File: src/rtl/cdp_pkg.sv
// cdp_pkg: shared constants for the Core Debug Port command channel.
// Holds the op encodings and ACK codes (also used by the JTAG-side port),
// the STATUS bit positions and the bus-access FSM state type.
package cdp_pkg;

    // Register select encodings carried in cmd_op
    localparam logic [2:0] CDP_SELECT = 3'b000;
    localparam logic [2:0] CDP_TADDR  = 3'b001;
    localparam logic [2:0] CDP_DTR    = 3'b010;
    localparam logic [2:0] CDP_STATUS = 3'b011;

    // ACK codes returned with every response
    localparam logic [3:0] ACK_OK    = 4'b0010;
    localparam logic [3:0] ACK_WAIT  = 4'b0001;
    localparam logic [3:0] ACK_FAULT = 4'b0100;

    // STATUS bit positions; [2:0] are sticky, [3] is live
    localparam int ST_BUSERR  = 0;
    localparam int ST_TIMEOUT = 1;
    localparam int ST_OVERRUN = 2;
    localparam int ST_BUSY    = 3;

    typedef enum logic {
        IDLE   = 1'b0,
        ACCESS = 1'b1
    } cdp_state_e;

endpackage

File: src/rtl/cdp_bus_access.sv
// cdp_bus_access: single-beat bus access sequencer with timeout.
// Ports:
//   clk, rst_n   - clock, synchronous active-low reset
//   start_i      - begin an access (only honoured in IDLE)
//   bus_ack_i    - target completed the access
//   bus_err_i    - target reported an error (wins over bus_ack_i)
//   active_o     - access in flight (drives bus_req / busy)
//   done_o       - completing OK on this edge
//   err_o        - completing with a bus error on this edge
//   timeout_o    - aborting on timeout at this edge
module cdp_bus_access
    import cdp_pkg::*;
#(
    parameter int TIMEOUT = 255
) (
    input  logic clk,
    input  logic rst_n,
    input  logic start_i,
    input  logic bus_ack_i,
    input  logic bus_err_i,
    output logic active_o,
    output logic done_o,
    output logic err_o,
    output logic timeout_o
);

    localparam int CW = $clog2(TIMEOUT + 1);
    localparam logic [CW-1:0] CNT_LAST = CW'(TIMEOUT - 1);

    cdp_state_e    state_q, state_d;
    logic [CW-1:0] cnt_q, cnt_d;

    always_ff @(posedge clk) begin
        if (!rst_n) begin
            state_q <= IDLE;
            cnt_q   <= '0;
        end else begin
            state_q <= state_d;
            cnt_q   <= cnt_d;
        end
    end

    always_comb begin
        state_d   = state_q;
        cnt_d     = '0;
        active_o  = 1'b0;
        done_o    = 1'b0;
        err_o     = 1'b0;
        timeout_o = 1'b0;
        case (state_q)
            IDLE: begin
                if (start_i) state_d = ACCESS;
            end
            ACCESS: begin
                active_o = 1'b1;
                // A response on the last counted cycle still beats the timeout.
                if (bus_err_i) begin
                    err_o   = 1'b1;
                    state_d = IDLE;
                end else if (bus_ack_i) begin
                    done_o  = 1'b1;
                    state_d = IDLE;
                end else if (cnt_q == CNT_LAST) begin
                    timeout_o = 1'b1;
                    state_d   = IDLE;
                end else begin
                    cnt_d = cnt_q + CW'(1);
                end
            end
            default: state_d = IDLE;
        endcase
    end

endmodule

File: src/rtl/cdp_responder.sv
// cdp_responder: core-side end of the CDP command channel.
// Decodes commands issued on Update-DR, holds SELECT/TADDR/DTR/STATUS,
// turns DTR accesses into single-beat bus transactions and produces the
// result/ACK pair captured by the CDP at the next Capture-DR.
// Ports:
//   tck, trst_n                 - clock, synchronous active-low reset
//   cmd_valid/wr/op/data        - one-cycle decoded command
//   rsp_result, rsp_ack         - response of the last completed command
//   busy                        - bus access in flight
//   bus_req/we/addr/wdata       - debug memory bus request side
//   bus_ack, bus_rdata, bus_err - debug memory bus response side
module cdp_responder
    import cdp_pkg::*;
#(
    parameter int          TIMEOUT  = 255,
    parameter logic [31:0] ADDR_INC = 32'd4
) (
    input  logic        tck,
    input  logic        trst_n,
    input  logic        cmd_valid,
    input  logic        cmd_wr,
    input  logic [2:0]  cmd_op,
    input  logic [31:0] cmd_data,
    output logic [31:0] rsp_result,
    output logic [3:0]  rsp_ack,
    output logic        busy,
    output logic        bus_req,
    output logic        bus_we,
    output logic [31:0] bus_addr,
    output logic [31:0] bus_wdata,
    input  logic        bus_ack,
    input  logic [31:0] bus_rdata,
    input  logic        bus_err
);

    logic        sel_q, sel_d;
    logic [31:0] taddr_q, taddr_d;
    logic [31:0] dtr_q, dtr_d;
    logic [2:0]  status_q, status_d;
    logic [31:0] result_q, result_d;
    logic [3:0]  ack_q, ack_d;
    logic        we_q, we_d;
    logic [31:0] addr_q, addr_d;
    logic [31:0] wdata_q, wdata_d;

    logic start, acc_active, acc_done, acc_err, acc_tmo;

    cdp_bus_access #(.TIMEOUT(TIMEOUT)) u_access (
        .clk       (tck),
        .rst_n     (trst_n),
        .start_i   (start),
        .bus_ack_i (bus_ack),
        .bus_err_i (bus_err),
        .active_o  (acc_active),
        .done_o    (acc_done),
        .err_o     (acc_err),
        .timeout_o (acc_tmo)
    );

    always_ff @(posedge tck) begin
        if (!trst_n) begin
            sel_q    <= 1'b0;
            taddr_q  <= '0;
            dtr_q    <= '0;
            status_q <= '0;
            result_q <= '0;
            ack_q    <= ACK_OK;
            we_q     <= 1'b0;
            addr_q   <= '0;
            wdata_q  <= '0;
        end else begin
            sel_q    <= sel_d;
            taddr_q  <= taddr_d;
            dtr_q    <= dtr_d;
            status_q <= status_d;
            result_q <= result_d;
            ack_q    <= ack_d;
            we_q     <= we_d;
            addr_q   <= addr_d;
            wdata_q  <= wdata_d;
        end
    end

    always_comb begin
        sel_d    = sel_q;
        taddr_d  = taddr_q;
        dtr_d    = dtr_q;
        status_d = status_q;
        result_d = result_q;
        ack_d    = ack_q;
        we_d     = we_q;
        addr_d   = addr_q;
        wdata_d  = wdata_q;
        start    = 1'b0;

        if (acc_active) begin
            // Commands arriving mid-access are dropped; the response stays WAIT.
            if (cmd_valid) status_d[ST_OVERRUN] = 1'b1;
            if (acc_err) begin
                ack_d                = ACK_FAULT;
                result_d             = '0;
                status_d[ST_BUSERR]  = 1'b1;
            end else if (acc_done) begin
                ack_d = ACK_OK;
                if (we_q) begin
                    result_d = dtr_q;
                end else begin
                    dtr_d    = bus_rdata;
                    result_d = bus_rdata;
                end
                if (sel_q) taddr_d = taddr_q + ADDR_INC;
            end else if (acc_tmo) begin
                ack_d                = ACK_FAULT;
                result_d             = '0;
                status_d[ST_TIMEOUT] = 1'b1;
            end
        end else if (cmd_valid) begin
            ack_d = ACK_OK;
            case (cmd_op)
                CDP_SELECT: begin
                    if (cmd_wr) begin
                        sel_d    = cmd_data[0];
                        result_d = cmd_data;
                    end else begin
                        result_d = {31'b0, sel_q};
                    end
                end
                CDP_TADDR: begin
                    if (cmd_wr) begin
                        taddr_d  = cmd_data;
                        result_d = cmd_data;
                    end else begin
                        result_d = taddr_q;
                    end
                end
                CDP_STATUS: begin
                    if (cmd_wr) begin
                        status_d = status_q & ~cmd_data[2:0];
                        result_d = cmd_data;
                    end else begin
                        result_d = {28'b0, acc_active, status_q};
                    end
                end
                CDP_DTR: begin
                    // A pending bus error or timeout blocks further bus traffic.
                    if (status_q[ST_TIMEOUT] || status_q[ST_BUSERR]) begin
                        ack_d    = ACK_FAULT;
                        result_d = '0;
                    end else begin
                        start   = 1'b1;
                        ack_d   = ACK_WAIT;
                        we_d    = cmd_wr;
                        addr_d  = taddr_q;
                        wdata_d = cmd_data;
                        if (cmd_wr) dtr_d = cmd_data;
                    end
                end
                default: begin
                    ack_d    = ACK_FAULT;
                    result_d = '0;
                end
            endcase
        end
    end

    assign rsp_result = result_q;
    assign rsp_ack    = ack_q;
    assign busy       = acc_active;
    assign bus_req    = acc_active;
    assign bus_we     = we_q;
    assign bus_addr   = addr_q;
    assign bus_wdata  = wdata_q;

endmodule

File: config.mk
export PLATFORM = sky130hd
export DESIGN_NAME = cdp_responder
export DESIGN_NICKNAME = d
export VERILOG_FILES = /design/src/rtl/cdp_pkg.sv /design/src/rtl/cdp_bus_access.sv /design/src/rtl/cdp_responder.sv
export SDC_FILE = /design/constraint.sdc
export NUM_CORES = 1
export LEC_CHECK = 0
export ABC_AREA = 1
export ABC_CLOCK_PERIOD_IN_PS = 2000
export BUFFER_PORTS_ARGS = -buffer_cell sky130_fd_sc_hd__buf_4
export CAP_MARGIN = 20
export CORE_MARGIN = 4
export CORE_UTILIZATION = 56
export DETAILED_ROUTE_END_ITERATION = 10
export GPL_ROUTABILITY_DRIVEN = 0
export PLACE_DENSITY = 0.87
export SETUP_SLACK_MARGIN = 0.02
export SYNTH_ARGS = -nofsm -noshare
export SYNTH_HDL_FRONTEND = slang
export SYNTH_SLANG_ARGS = --single-unit
File: constraint.sdc
create_clock -name tck -period 2 [get_ports tck]
set_clock_uncertainty 0.05 [all_clocks]
set_input_delay 0.2 -clock tck [delete_from_list [all_inputs] [get_ports tck]]
set_output_delay 0.2 -clock tck [all_outputs]
set_load 0.05 [all_outputs]
== Yosys cells after proc, flatten, opt, wreduce, memory -nomap -nowiden ==
Cells that the tools add are included.
Storage, ports and cells
  register bits after elaboration: 178
  bits in latches: 0
  memory bits (writable): 0
  bits in read-only memories: 0
  bits of input ports: 73
  output and inout bits: 103
  logic and storage cells: 111
  memories: 0
Operators by class
  $add $sub $neg: 2
  multiply operators: 0
  divide/modulo/power cells: 0
  $lt $le $gt $ge: 0
  equal/unequal tests: 13
  shift operators: 0
  multiplexer cells: 59
  bitwise gates (word level): 6
  reductions and logical operators: 18
Operator list (count)
  $mux W32: 23
  $pmux W32 S4: 1
  $add A32 B3 Y32 const B: 1
  $mux W1: 23
  $mux W4: 5
  $mux W3: 5
  $reduce_and A4 Y1: 3
  $reduce_and A6 Y1: 2
  $reduce_bool A2 Y1: 5
  $add A8 B1 Y8 const B: 1
  $eq A8 B8 Y1 const B: 1
  $ne A2 B1 Y1 const B: 4
  $eq A3 B2 Y1 const B: 2
  $ne A2 B2 Y1 const B: 3
  $pmux W3 S2: 1
  $reduce_and A3 Y1: 2
  $reduce_and A5 Y1: 1
  $reduce_or A5 Y1: 1
  $ne A4 B1 Y1 const B: 1
  $not A1 Y1: 4
  $and A3 B3 Y3: 1
  $eq A3 B1 Y1 const B: 1
  $logic_not A3 Y1: 1
  $ne A3 B3 Y1 const B: 1
  5 further kinds: 5

== Logic depth before layout (Yosys ltp) ==
Gate-level depths: netlist of the first run.
  depth after elaboration: 9
  gate-level depth with buffers: 11
  depth with buffers taken out: 10

== By module ==
From an unflattened synthesis of the first run, not the netlist that was laid out.
Unflattened totals
  cell total of the unflattened synthesis: 1457
  area, all modules: 9205.1 um2
By module, submodules not included
  cdp_responder: times used 1, cells an instance 1394, area an instance 8717.1 um2, seq. area each 3363.2 um2
  cdp_bus_access: times used 1, cells an instance 63, area an instance 488.0 um2, seq. area each 180.2 um2

== Least setup slack after synthesis of the first run ==
No wires, ideal clock.
  kind: register to register
  start: register u_access.state_q
  end: register result_q[20] (netlist: rsp_result[20])
  setup time: 0.117 ns
  arrival: 1.724 ns
  data required time: 1.833 ns
  slack: 0.109 ns
  cell stages (with the launch flop): 9
  buffers on the path: 3
  clock period less this slack: 1.891 ns
  cell sequence: dfxtp_1 > buf_6 > inv_6 > nand3_1 > buf_2 > clkbuf_1 > a21oi_1 > nor3_1 > nor2_1
Between the ends
  word-level cells in the longest chain between the ends: 4
  elaborated cells on any way between the ends: 11
  those cells by class: 2 x eq/ne; 7 x mux; 2 x reduce/logical
Ends and longest elaborated chain
  start, declared: line cdp_bus_access.sv:30  | cdp_state_e state_q, state_d;
  start signal, assigned: line cdp_bus_access.sv:38  | state_q <= state_d;
  $mux W1: line cdp_bus_access.sv:50  | case (state_q)
  $mux W32: line cdp_responder.sv:103  | end else if (acc_done) begin
  $mux W32: line cdp_responder.sv:99  | if (acc_err) begin
  $mux W32: line cdp_responder.sv:96  | if (acc_active) begin
  end signal, assigned: line cdp_responder.sv:76  | result_q <= result_d;
  end, declared: line cdp_responder.sv:40  | logic [31:0] result_q, result_d;
Several ways; a longest one is shown, not always the timed one.
A chain may end at the register's enable or synchronous reset.

== Worst setup path after layout of the first run ==
  start: register u_access.cnt_q[5]
  end: register result_q[19] (netlist: rsp_result[19])
Between the ends
  word-level cells in the longest chain between the ends: 7
Ends and longest elaborated chain
  start, declared: line cdp_bus_access.sv:31  | logic [CW-1:0] cnt_q, cnt_d;
  start signal, assigned: line cdp_bus_access.sv:39  | cnt_q <= cnt_d;
  $eq A8 B8 Y1: line cdp_bus_access.sv:63  | end else if (cnt_q == CNT_LAST) begin
  $mux W1: line cdp_bus_access.sv:63
  $mux W1: line cdp_bus_access.sv:60  | end else if (bus_ack_i) begin
  $mux W1: line cdp_bus_access.sv:57  | if (bus_err_i) begin
  $mux W1: line cdp_bus_access.sv:50
  $ne A4 B1 Y1 (no source line)
  $reduce_and A3 Y1 (no source line)
Every way passes these cells.

==> metrics, run 1 <==
Logic pwr share=16.7%; worst hold stages=3; post-route ant nets=0; critical path peak fanout=27; Layout area overhead=23.7%; drt via density=5.69; die area=0.0188 mm2; Sw Ratio=29.4%; # H-tree levels=4; Initial Utilization=57.9%; r2r setup slk=130 ps; die height=137 um; n_diodes=0; first-pass GRT wire length=46900 um; CTS tree=built; Pleak=4.85 nW; clk sink count=177; total power=0.00850 W; Max Freq=534 MHz; clock input transition at the sequential cells of the worst setup and hold paths=70 ps; clk buf depth=2; Post-Synthesis Cells=1472; Worst setup EP type=flop; CTS root buf=clkbuf_16; WL final=30100 um; maxcap violations=0; grt total ovfl=0; worst r2r dst=rsp_result[19]$_SDFFE_PN0P_; Worst Path Class, Setup=reg2reg; Slew headroom=62.1%; synthesized cell area=0.00934 mm2; initial drt markers=1462; post-route setup slack=128 ps; DRT Pass-1 Iters=7; P_sw=0.00250 W; pre-CTS setup slack=219 ps; CTS Buf Count=17; WL met2=13500 um; status=complete, no violations; Peak VDD IR=0.632 mV; WL/cell=16.3 um; ys async rst share=0%; # rows=46; met3 WL=3380 um; Ys Warns=0; largest net degree at the start of global routing=109; Yosys cell types=39; flip-flop and latch count after synthesis=177; type of origin of the critical path=flop; syn_nets=1548; core area=0.0161 mm2; PortBufs=174; initial antenna violation count=1; Worst-Skew Late Latency=440 ps; hold path start=cmd_data[12]; final layout net count=1686; EDFF count, synth=0; Finish-stage setup viols=0; Seq/Total Area, Yosys=38.0%; Worst EP required=2270 ps; RSZ-0062 raised after global routing=no; # DRC=0; number of global-route vias before repair=9137; share of cells above drive strength 1=15.8%; Reg2Reg Depth=8; Worst EP arrival=2140 ps; Pint=0.00600 W; worst hold endpoint=bus_wdata[12]$_SDFFE_PN0P_; Metal-1 WL=12100 um; Hold Crit Class=in2reg; Top FF cell, synth=dfxtp_1; Reg2Reg Launch Point=u_access.cnt_q[5]$_SDFF_PP0_; pwr dens=736 mW/mm2; crit path time final=1870 ps; IO Count=176; Total GRT Usage=31.4%; period utilization=93.6%; dpl hpwl=21000 um; Hold Vio Cnt, Final=0; top sig layer=met5; Clk pwr share=39.3%; die width=137 um; Pins Over Slew Limit=0; Slew @ Worst Pin=565 ps; Flop pwr share=43.9%; Avg Inst Size Synth=6.34 um2; TNS Setup=0 ps; vias=10500
cell type report:
class                      instances  area [um2]
multi-input combinational       1059        4840
clock inverter                    11         130
sequential                       177        3540
tap                              216         270
inverter                         144         546
clock buffer                      21         450
timing repair buffer             211        1770
fill                            1298        4560
Yosys cell counts, drive strengths merged (2+ instances only):
| cell type | count | share of area, % |
|---|---|---|
| dfxtp | 177 | 38 |
| ha | 3 | 0.40 |
| clkinv | 2 | 0.080 |
| clkbuf | 39 | 1.6 |
| inv | 142 | 5.8 |
| a21oi | 144 | 7.7 |
| o211ai | 20 | 1.6 |
| nor3b | 2 | 0.16 |
| nor2 | 211 | 8.9 |
| nor3 | 33 | 1.8 |
| a31oi | 12 | 0.80 |
| xnor2 | 4 | 0.38 |
| nand2 | 343 | 14 |
| nand4 | 7 | 0.47 |
| buf | 53 | 2.9 |
| o22ai | 2 | 0.28 |
| xor2 | 4 | 0.38 |
| nand3 | 73 | 4.0 |
| o21ai | 195 | 10 |
worst max path at each step:
stage                                             from                           to  slack (ps)  depth (start not counted)
final                     u_access.cnt_q[5]$_SDFF_PP0_  rsp_result[19]$_SDFFE_PN0P_         130                          8
after CTS                      taddr_q[2]$_SDFFE_PN0P_     taddr_q[22]$_SDFFE_PN0P_         150                          9
after floorplan            u_access.state_q$_SDFF_PN0_  rsp_result[20]$_SDFFE_PN0P_         110                          8
after global routing      u_access.cnt_q[5]$_SDFF_PP0_  rsp_result[19]$_SDFFE_PN0P_           8                          8
after global placement    u_access.cnt_q[0]$_SDFF_PP0_  rsp_result[19]$_SDFFE_PN0P_         280                          8
after detailed placement  u_access.cnt_q[5]$_SDFF_PP0_  rsp_result[19]$_SDFFE_PN0P_         220                          8
placed cells by master, fill, tap and decap left out, types with 5 or more instances in the layout:
master,netlist,final
a21oi_1,144,144
o21ai_1,7,7
o21ai_0,187,187
nand2_1,339,339
buf_4,4,193
clkbuf_16,0,17
o211ai_1,20,20
nor3_1,33,33
dfxtp_1,177,176
nand3_1,71,71
inv_1,136,136
a31oi_1,12,12
nand4_1,7,7
inv_2,5,5
buf_12,0,14
nor2_1,206,206
flip-flops by register name, indices dropped and copies added (netlist names):
| name | cells |
|---|---|
| status_q | 3 |
| bus_wdata | 32 |
| taddr_q | 32 |
| u_access.cnt_q | 8 |
| rsp_result | 32 |
| dtr_q | 32 |
| sel_q | 1 |
| u_access.state_q | 1 |
| bus_addr | 32 |
| rsp_ack | 3 |
| bus_we | 1 |
worst max-delay path, cell delays in order, from the launching register on:
cell and delay (ps):
dfxtp_1 390, nand2_1 90, nor2_1 90, nand4_1 260, nand3_2 210, nand3_2 140, buf_12 200, nor3_1 250
nor2_1 60
layer usage:
layer | vias up | track usage (%)
li1 | 5048 | -
met1 | 4651 | 43.5
met2 | 668 | 49.0
met3 | 94 | 6.43
met4 | 2 | 10.3
met5 | - | 0
cell families (layout without fill, tap and decap cells):
family,after synthesis,in the layout,synth area share [%]
multiplexers,1,1,0.107
other,1,1,0.0402
XOR/XNOR,8,8,0.750
adder cells (fa/ha/maj),3,3,0.402
flip-flops,177,177,38.0
buffers and inverters,236,387,10.3
AND/OR/NAND/NOR,672,672,29.5
AO/OA/AOI/OAI,374,374,21.0
per-stage QoR:
stage          instances  area [um2]  hold slack, ps  util (%)
2_1_floorplan       1472        9340             285         -
3_3_place_gp        1799       10900             387      67.6
3_5_place_dp        1799       10900             390      67.6
4_1_cts             1835       11500            3.36      71.4
5_1_grt             1839       11600            4.04      71.7
6_report            1839       11600            3.62      71.7
power by group through the flow:
stage                     clock (W)  sequential, W  combinational (W)
after floorplan                   0        0.00412           0.000559
after global placement            0        0.00381            0.00137
after detailed placement          0        0.00381            0.00138
after CTS                   0.00334        0.00373            0.00140
after global routing        0.00349        0.00375            0.00153
final                       0.00335        0.00374            0.00142
timing repair:
action                                  in CTS  in global routing
hold buffers                                 4                  0
setup buffers                                0                  4
endpoints found under the setup margin       0                  6
resized for setup                            0                  2
hold endpoints to repair                     4                  0
(Power assumes the default switching activity.)
==> inputs of run 2 (changes only) <==
- RECOVER_POWER: default -> 25
- SKIP_CTS_REPAIR_TIMING: default -> 1
==> run 2 against run 1 <==
The run now ends with hold timing left. Power down 0.91%. Sequential power about the same. Via count decreased by 0.54%. Hold slack worse by 5.5 ps. Register-to-register slack worse by 20 ps. Global-route usage fell by 0.14 points. Count of clock-buffer cells in the layout is the same. Utilization down 1.9 points. Sequential share of layout area rose by 0.86 points. Final area decreased by 2.7%. First-iteration DRC count is 8.3% higher. Fmax down 0.82%. Critical endpoint unchanged. Largest power group unchanged. Highest routed layer unchanged.
==> metrics, run 2 (synthesized netlist as in run 1, its figures left out) <==
clock input transition at the sequential cells of the worst setup and hold paths=70 ps; type of origin of the critical path=flop; # DRC=0; CTS tree=built; CTS Buf Count=17; clk buf depth=2; die height=137 um; critical path peak fanout=27; Finish-stage setup viols=0; DRT Pass-1 Iters=7; slowest cell delay on critical path=380 ps; Reg area=0.00355 mm2; Worst EP required=2270 ps; Hold Crit Class=in2reg; final layout net count=1680; Peak VDD IR=0.626 mV; crit-path cells=nand2_1 > nor2_1 > nand4_1 > nand3_2 > nand3_2 > buf_12 > nor3_1 > nor2_1; RSZ-0062 raised after global routing=no; status=finished, violations left; largest net degree at the start of global routing=109; Max Freq=530 MHz; maxcap violations=0; Worst-Skew Late Latency=430 ps; grt total ovfl=0; pwr dens=750 mW/mm2; vias=10400; WL final=29900 um; first-pass GRT wire length=46700 um; Multi-input gate area=0.00484 mm2; Pleak=4.54 nW; Total GRT Usage=31.3%; PortBufs=174; commonest cells after routing, fill and taps aside=nand2_1 (339), nor2_1 (206), o21ai_0 (187), dfxtp_1 (176), a21oi_1 (144); share of cells above drive strength 1=11.6%; crit path time final=1890 ps; dpl hpwl=21000 um; initial drt markers=1584; number of global-route vias before repair=9083; core area=0.0161 mm2; WP buf/inv=1; fill cell instance count of the final layout=1390; # rows=46; Hold Vio Cnt, Final=1; dpl cells=1799; Worst EP arrival=2150 ps; Worst Path Class, Setup=reg2reg; Initial Utilization=57.9%; period utilization=94.4%; die width=137 um; n_diodes=0; Worst setup EP type=flop; post-route ant nets=0; crit path max-delay cell type=dfxtp_1; WL/cell=16.3 um; Slew @ Worst Pin=682 ps; die area=0.0188 mm2; IO Count=176; CTS root buf=clkbuf_16; clk sink count=177; Slew headroom=54.8%; post-route setup slack=113 ps; Pins Over Slew Limit=0; CP delay by family, top=simple AND/OR/NAND/NOR gates; drt via density=5.68; r2r setup slk=110 ps; commonest non-fill, non-tap cell in the layout=nand2_1; Non-Filler Instances=1833; Min Hold Slack=-1.88 ps; TNS Setup=0 ps; Layout area overhead=20.4%; failing checks=hold timing; initial antenna violation count=1; # H-tree levels=4; pre-CTS setup slack=219 ps
-- run 2: cell types whose count changed in the layout (fill, tap and decap cells not counted), sizes merged --
cell,before,now
buf,207,137
clkbuf,21,89
dlygate4sd3,4,0
-- run 2: stage by stage --
| step | hold slack, ps | instance area [um2] | total power (W) | utilization, % |
|---|---|---|---|---|
| floorplan | 285 | 9340 | 0.00468 | - |
| global placement | 387 | 10900 | 0.00518 | 67.6 |
| detailed placement | 390 | 10900 | 0.00519 | 67.6 |
| CTS | -14.0 | 11500 | 0.00846 | 71.2 |
| global route | 3.16 | 11200 | 0.00871 | 69.8 |
| finish | -1.88 | 11200 | 0.00843 | 69.8 |
-- run 2: per-layer routing --
| metal | share of wire, % | routed length (um) | GRT usage, % | vias to the layer above |
|---|---|---|---|---|
| li1 | - | - | - | 5034 |
| met1 | 40 | 12000 | 43.6 | 4624 |
| met2 | 45 | 13400 | 48.8 | 664 |
| met3 | 12 | 3530 | 6.29 | 82 |
| met4 | 3.0 | 907 | 9.81 | 2 |
| met5 | 0.044 | 13 | 0 | - |
-- run 2: where the power goes --
part	leakage, nW	total, W	switching, W	internal (W)
Combinational	2.83	0.00136	0.000963	0.000401
Sequential	1.44	0.00373	0.0000785	0.00365
Clock	0.271	0.00333	0.00145	0.00189
Total	4.54	0.00843	0.00249	0.00594
-- run 2: path summary, 6_finish.rpt --
kind                                                   start                          end  depth (start not counted)
worst max-delay path            u_access.cnt_q[5]$_SDFF_PP0_  rsp_result[19]$_SDFFE_PN0P_                          8
worst min-delay path                             cmd_data[4]    bus_wdata[4]$_SDFFE_PN0P_                          3
worst max register to register  u_access.cnt_q[5]$_SDFF_PP0_  rsp_result[19]$_SDFFE_PN0P_                          8
worst min register to register        dtr_q[31]$_SDFFE_PN0P_       dtr_q[31]$_SDFFE_PN0P_                          2
-- run 2: area by class of cell --
class	count	area share, %
Tap cell	216	2.40
Sequential cell	177	31.5
Timing Repair Buffer	205	13.0
Clock buffer	21	4.01
Inverter	144	4.85
Multi-Input combinational cell	1059	43.1
Clock inverter	11	1.16
-- run 2: tightest hold or removal path: cells and delay by family --
kind / cells / cell delay [ps]
buffers and inverters: 1 / 120
AND/OR/NAND/NOR: 2 / 130
